File: src/rtl/multiplier.sv
// Pipelined full-precision multiplier: per-bit partial products summed in a binary adder tree.
// Define MULTIPLIER_SIGNED_EN for two's-complement operands and product; unsigned otherwise.
module multiplier #(
    parameter int unsigned DATA_WIDTH_1 = 8,
    parameter int unsigned DATA_WIDTH_2 = 8,
    parameter int unsigned LATENCY      = 1
) (
    input  logic                                 clk,
    input  logic                                 rst_n,
    input  logic                                 valid_i,
    input  logic [DATA_WIDTH_1-1:0]              data1_i,
    input  logic [DATA_WIDTH_2-1:0]              data2_i,
    output logic [DATA_WIDTH_1+DATA_WIDTH_2-1:0] data_o,
    output logic                                 valid_o
);

    localparam int unsigned PW        = DATA_WIDTH_1 + DATA_WIDTH_2;
    localparam int unsigned NUM_PP    = DATA_WIDTH_2;
    localparam int unsigned LEVELS    = (NUM_PP > 1) ? $clog2(NUM_PP) : 0;
    localparam int unsigned STAGE1    = (LATENCY >= 2) ? 1 : 0;
    localparam int unsigned MID_AVAIL = (LATENCY >= 2) ? (LATENCY - 2) : 0;
    localparam int unsigned MID       = (MID_AVAIL < LEVELS) ? MID_AVAIL : LEVELS;
    // Stages that cannot be placed inside the tree become a delay line ahead of data_o.
    localparam int unsigned TAIL      = LATENCY - 1 - STAGE1 - MID;

`ifdef MULTIPLIER_SIGNED_EN
    localparam bit SIGNED_MODE = 1'b1;
`else
    localparam bit SIGNED_MODE = 1'b0;
`endif

    // Number of nodes left after lvl pairwise reductions of the partial products.
    function automatic int unsigned node_count(input int unsigned lvl);
        int unsigned span;
        span = 32'd1 << lvl;
        return (NUM_PP + span - 32'd1) / span;
    endfunction

    // Level 0 is registered when a stage 1 exists; middle stages are spread evenly over the tree.
    function automatic bit level_registered(input int unsigned lvl);
        bit hit;
        hit = 1'b0;
        if (lvl == 0) begin
            hit = (STAGE1 != 0);
        end else begin
            for (int unsigned m = 1; m <= MID; m++) begin
                if (((m * LEVELS) + MID) / (MID + 1) == lvl) hit = 1'b1;
            end
        end
        return hit;
    endfunction

    logic [PW-1:0] op1_ext;

`ifdef MULTIPLIER_SIGNED_EN
    assign op1_ext = PW'($signed(data1_i));
`else
    assign op1_ext = PW'(data1_i);
`endif

    for (genvar l = 0; l <= LEVELS; l++) begin : g_lvl
        localparam int unsigned CNT = node_count(l);

        logic [PW-1:0] node_d [CNT];
        logic [PW-1:0] node   [CNT];

        if (l == 0) begin : g_pp
            // In signed mode the operand-2 sign bit carries negative weight.
            for (genvar j = 0; j < NUM_PP; j++) begin : g_row
                if (SIGNED_MODE && (j == NUM_PP - 1)) begin : g_neg
                    assign node_d[j] = data2_i[j] ? PW'(-(op1_ext << j)) : '0;
                end else begin : g_pos
                    assign node_d[j] = data2_i[j] ? PW'(op1_ext << j) : '0;
                end
            end
        end else begin : g_add
            localparam int unsigned PREV = node_count(l - 1);
            for (genvar i = 0; i < CNT; i++) begin : g_node
                if (2 * i + 1 < PREV) begin : g_pair
                    assign node_d[i] = g_lvl[l-1].node[2*i] + g_lvl[l-1].node[2*i+1];
                end else begin : g_pass
                    assign node_d[i] = g_lvl[l-1].node[2*i];
                end
            end
        end

        if (level_registered(l)) begin : g_reg
            always_ff @(posedge clk) begin
                if (!rst_n) begin
                    node <= '{default: '0};
                end else begin
                    node <= node_d;
                end
            end
        end else begin : g_wire
            assign node = node_d;
        end
    end

    logic [PW-1:0] dly  [TAIL+1];
    logic          vtag [LATENCY];

    // Final tree sum through any leftover stages into the output register.
    always_ff @(posedge clk) begin
        if (!rst_n) begin
            dly <= '{default: '0};
        end else begin
            dly[0] <= g_lvl[LEVELS].node[0];
            for (int unsigned s = 1; s < TAIL + 1; s++) begin
                dly[s] <= dly[s-1];
            end
        end
    end

    // Valid tag travels alongside the data and never gates the pipeline.
    always_ff @(posedge clk) begin
        if (!rst_n) begin
            vtag <= '{default: 1'b0};
        end else begin
            vtag[0] <= valid_i;
            for (int unsigned s = 1; s < LATENCY; s++) begin
                vtag[s] <= vtag[s-1];
            end
        end
    end

    assign data_o  = dly[TAIL];
    assign valid_o = vtag[LATENCY-1];

endmodule

File: config.mk
export PLATFORM = sky130hd
export DESIGN_NAME = multiplier
export DESIGN_NICKNAME = d
export VERILOG_FILES = /design/src/rtl/multiplier.sv
export SDC_FILE = /design/constraint.sdc
export NUM_CORES = 1
export LEC_CHECK = 0
export CORE_MARGIN = 2
export CORE_UTILIZATION = 45
export CTS_CLUSTER_DIAMETER = 120
export DETAILED_ROUTE_END_ITERATION = 10
export GPL_TIMING_DRIVEN = 1
export MAX_ROUTING_LAYER = met4
export PLACE_DENSITY_LB_ADDON = 0.08
export SLEW_MARGIN = 15
export SYNTH_ARGS = -nofsm -noshare
export SYNTH_HDL_FRONTEND = slang
export SYNTH_SLANG_ARGS = --single-unit
File: constraint.sdc
create_clock -name clk -period 11.8 [get_ports clk]
set_input_delay 2.36 -clock clk [delete_from_list [all_inputs] [get_ports clk]]
set_output_delay 2.36 -clock clk [all_outputs]
set_load 0.02 [all_outputs]
==> metrics.csv, run 1 <==
metric,value,unit
status,completed,
path_class,input pin to flop,
htree_levels,1,
num-nets-final,449,
dp_hpwl,4.719,mm
gp_congestion,0.9012,
start_util,46.43,%
netlist_instances,322,
cp.required,11980,ps
netlist_area,2733,um2
hold_depth,2,
grt_pass1_wl,9.708,mm
port-buffer-count,35,
post-cts-setup-buffers,0,
final_cell_area,3219,um2
grt_overflow_total,0,
setup_viol,0,
cpMostUsedCell,fa_1,
timing.final.crit_share,61.96,%
syn2layout_area_growth,17.81,%
hp-class,input pin to flop,
p_leak,1.531,nW
synth_ff_type,dfxtp_1,
postSynth.asyncResetShare,0,%
wl_per_cell,12.74,um
die_w,81.93,um
critPathMaxStageDelay,640,ps
maxSlewHeadroom,72.50,%
slowest_stage,clkdlybuf4s50_1,
cts_tree,yes,
yosys_warnings,0,
grt_pass1_vias,2106,
drt-pass1-iter-count,4,
final_layout_size_suffix_gt1_share,3.333,%
die_area,6712,um2
fin_ws,4489,ps
cts.path.max_buffers,2,
end_kind,flop,
rows,28,
drv_slew,0,
yosysMostFrequentCell,and2_1,
ios,36,
syn-mean-instance-area,8.486,um2
cp_cell_sequence,"clkdlybuf4s50_1, and2_1, ha_1, inv_1, fa_1, nor2b_1, o21a_1, o21ai_2, a221oi_1, fa_1, fa_1, inv_1, fa_1, inv_1, ha_1, and4_2, o21ai_2, o2111ai_1, a31oi_1, mux2i_1",
setup_tns,0,ps
fmax,136.8,MHz
synth.largest_area_cell,ha_1,
peakVddDrop,0.1084,mV
tightest_slew,412.5,ps
routed_via_density,5.145,
start_kind,input pin,
path_max_fanout,8,
wl,5.541,mm
grt_start_max_net_pins,13,
clockRootBuffer,clkbuf_8,
cts_sinks,17,
cts-hold-fix-buffers,0,
placed_cell_area,3173,um2
worst_hold_slack,2693,ps
hold_viol,0,
grt_setup_unrepaired,no,
coreArea,5886,um2
antenna_found_initial,0,
yosysSeqAreaShare,12.45,%
synth_top_cell_area_share,20.60,%
ys_types,36,
synth_seq_cells,17,
die_y,81.93,um
cts_buffers,3,
cts_resized,0,
synth_fp_nets,410,
synth_common_cells,"and2_1 (56), ha_1 (45), inv_1 (34)",
post-place-ws,4203,ps
synth-edff-count,0,
crit_arrival,7490,ps
fin_crit,7311,ps
p_per_area,132.6,nW/um2
drc_errors,0,
num_antenna_cells,0,
yosys-top-cells-area,"ha_1 (21%), fa_1 (18%), and2_1 (13%)",
max-cap-violations,0,
vias,2238,
path_clk_slew,70,ps
ant_nets,0,
grt.total_usage,18.76,%
drt_iter0_markers,50,
## through the flow
stage / total power [mW] / cells / utilization (%)
finish: 0.4269 / 435 / 54.70
global route: 0.4779 / 435 / 54.70
CTS: 0.4316 / 435 / 54.70
detailed placement: 0.3846 / 431 / 53.91
global placement: 0.3813 / 431 / 53.91
floorplan: 0.3016 / 322 / -
## final timing paths
path | start | endpoint | slack [ps]
max | data1_i[1] | data_o[15]$_SDFF_PN0_ | 4490
min | valid_i | valid_o$_SDFF_PN0_ | 2690
## worst max-delay path, delay by kind of cell
kind	cells	cell delay, ps
buffers and inverters	4	810
AOI/OAI and AO/OA	6	1030
and+or+nand+nor	3	540
adders and majority gates	6	2570
muxes	1	200
## sequential cells by signal, summed over array words and instances (netlist names)
| register | cells |
|---|---|
| valid_o | 1 |
| data_o | 16 |
## area by class of cell
| type | instances | area (um2) |
|---|---|---|
| clock inverters | 1 | 5.005 |
| fillers | 563 | 2666 |
| multi-input cells | 270 | 2261 |
| clock buffers | 3 | 41.29 |
| repair buffers | 35 | 350.3 |
| inverters | 34 | 127.6 |
| well taps | 75 | 93.84 |
| flip-flops and latches | 17 | 340.3 |
## cell usage in the layout (no fill, tap or decap), drive strengths merged, types with 2 or more instances in the layout
master / instances
a21boi: 3
inv: 34
dfxtp: 17
nor2b: 6
a221oi: 2
nor3: 14
fa: 24
a211oi: 9
clkbuf: 3
nor2: 19
and3: 2
xor2: 4
nand2: 23
nand2b: 6
o21ai: 17
clkdlybuf4s50: 35
mux2i: 2
xnor2: 9
and2: 56
ha: 45
a21o: 3
a31oi: 2
o21a: 7
a21oi: 7
## cells by family after synthesis
group	synth area share [%]
simple gates	26.01
flops	12.45
compound gates	13.64
xor+xnor	4.167
buf+inv	4.807
fa+ha+maj	38.19
mux	0.7326
## routing by layer
metal  share of wire, %  wire [um]  vias to the layer above  GRT usage (%)
li1                   -          -                     1160              -
met1                 51       2842                     1035          26.23
met2                 46       2531                       37          30.33
met3                2.3        126                        6         0.6593
met4               0.72         40                        0          4.000
met5                  0          0                        -              -
## power breakdown
part           leakage [nW]  internal (mW)  switching, mW
clock network        0.0255         0.0234         0.0193
logic                  1.36          0.140          0.167
registers             0.141         0.0746        0.00335
total                  1.53          0.238          0.189
No activity file was read; power rests on OpenSTA's default activity.
==> run 2, diff against run 1 <==
==> constraint.sdc (replaced) <==
create_clock -name clk -period 7.6 [get_ports clk]
set_input_delay 1.52 -clock clk [delete_from_list [all_inputs] [get_ports clk]]
set_output_delay 1.52 -clock clk [all_outputs]
set_load 0.02 [all_outputs]
==> metrics.csv, run 2 (synthesis gave the netlist of run 1 again) <==
metric,value,unit
path_max_fanout,8,
die_y,81.93,um
crit_arrival,6660,ps
cts.path.max_buffers,2,
p_total,0.6628,mW
rows,28,
ant_nets,0,
port-buffer-count,35,
gp_congestion,0.9011,
placed_cell_area,3173,um2
setup_tns,0,ps
drt-pass1-iter-count,4,
grt_start_max_net_pins,13,
path_class,input pin to flop,
layout.cells.non_filler,435,
post-place-ws,842.5,ps
status,completed,
max-cap-violations,0,
vias,2243,
p_clk_share,10.0,%
num-fill-cells,561,
drc_errors,0,
cts_resized,0,
antenna_found_initial,0,
peakVddDrop,0.1683,mV
maxSlewHeadroom,72.50,%
swShare,44.35,%
routed_via_density,5.156,
coreArea,5886,um2
largest_register_ffs,16,
hp-class,input pin to flop,
final_common_cell,and2_1,
cp.required,7780,ps
drv_slew,0,
cts-hold-fix-buffers,0,
num-nets-final,449,
cts_sinks,17,
dp_hpwl,4.719,mm
p_int,0.3689,mW
grt_pass1_vias,2106,
fmax,154.3,MHz
final_cell_area,3219,um2
die_area,6712,um2
power_frac_seq,18.3,%
tightest_slew,412.5,ps
netSwitchingPower,0.2939,mW
end_kind,flop,
grt_setup_unrepaired,no,
grt_pass1_wl,9.708,mm
die_w,81.93,um
pwr-share-comb,71.7,%
start_util,46.43,%
hold_viol,0,
htree_levels,1,
syn2layout_area_growth,17.81,%
critPathLaunch,data1_i[1],
layout_common_cells,"and2_1 (56), ha_1 (45), clkdlybuf4s50_1 (35), inv_1 (34), fa_1 (24)",
cts_tree,yes,
p_per_area,205.9,nW/um2
setup_viol,0,
clockRootBuffer,clkbuf_8,
post-cts-setup-buffers,0,
grt_overflow_total,0,
start_kind,input pin,
grt.total_usage,18.76,%
p_leak,1.531,nW
final_layout_size_suffix_gt1_share,3.333,%
cts_buffers,3,
ios,36,
placed_cells,431,
crit_path_end,data_o[15]$_SDFF_PN0_,
fin_ws,1121,ps
fin_crit,6479,ps
timing.final.crit_share,85.26,%
drt_iter0_markers,50,
wl_per_cell,12.74,um
path_clk_slew,70,ps
num_antenna_cells,0,
wl,5.540,mm
==> run 2: layout make-up <==
class                   count  area, um2  share of cell area (%)
clock buffers               3      41.29                   1.283
repair buffers             35      350.3                   10.88
well taps                  75      93.84                   2.915
flip-flops and latches     17      340.3                   10.57
clock inverters             1      5.005                  0.1555
multi-input cells         270       2261                   70.23
inverters                  34      127.6                   3.964
==> run 2: stage by stage <==
step	hold WS, ps	utilization, %
global placement	2116	53.91
finish	1853	54.70
CTS	1857	54.70
detailed placement	2117	53.91
floorplan	1647	-
global route	1858	54.70
==> run 2: metal layers <==
layer | track usage, % | vias to the layer above | routed length, um
li1 | - | 1160 | -
met1 | 26.23 | 1035 | 2824
met2 | 30.33 | 42 | 2533
met3 | 0.6593 | 6 | 140
met4 | 4.000 | 0 | 40
met5 | - | - | 0
==> run 2: power by group through the flow <==
| stage | Combinational (mW) | Clock, mW | Sequential [mW] |
|---|---|---|---|
| 2_1_floorplan | 0.311 | 0 | 0.157 |
| 3_3_place_gp | 0.468 | 0 | 0.124 |
| 3_5_place_dp | 0.474 | 0 | 0.123 |
| 4_1_cts | 0.481 | 0.0678 | 0.121 |
| 5_1_grt | 0.546 | 0.0716 | 0.125 |
| 6_report | 0.475 | 0.0663 | 0.121 |
==> run 2: critical path: stages <==
cell and delay [ps]:
clkdlybuf4s50_1 650, and2_1 180, ha_1 200, inv_1 70, fa_1 400, nor2b_1 130
o21a_1 150, o21ai_2 70, a221oi_1 410, fa_1 520, fa_1 560, inv_1 60
fa_1 520, inv_1 40, ha_1 370, and4_2 230, o21ai_2 60, o2111ai_1 130
a31oi_1 210, mux2i_1 200
==> run 2: worst min path at each step <==
stage          startpoint                 end  depth (start not counted)
6_report          valid_i  valid_o$_SDFF_PN0_                          2
5_1_grt           valid_i  valid_o$_SDFF_PN0_                          2
4_1_cts           valid_i  valid_o$_SDFF_PN0_                          2
3_5_place_dp      valid_i  valid_o$_SDFF_PN0_                          2
3_3_place_gp      valid_i  valid_o$_SDFF_PN0_                          2
2_1_floorplan     valid_i  valid_o$_SDFF_PN0_                          1
==> run 3, diff against run 2 <==
--- a/config.mk
+++ b/config.mk
@@ -9,6 +9,7 @@
 export CORE_UTILIZATION = 45
 export CTS_CLUSTER_DIAMETER = 120
 export DETAILED_ROUTE_END_ITERATION = 10
+export GPL_ROUTABILITY_DRIVEN = 0
 export GPL_TIMING_DRIVEN = 1
 export MAX_ROUTING_LAYER = met4
 export PLACE_DENSITY_LB_ADDON = 0.08
==> results of run 3 <==
No change in the layout: final DEF, timing and power equal those of run 2.
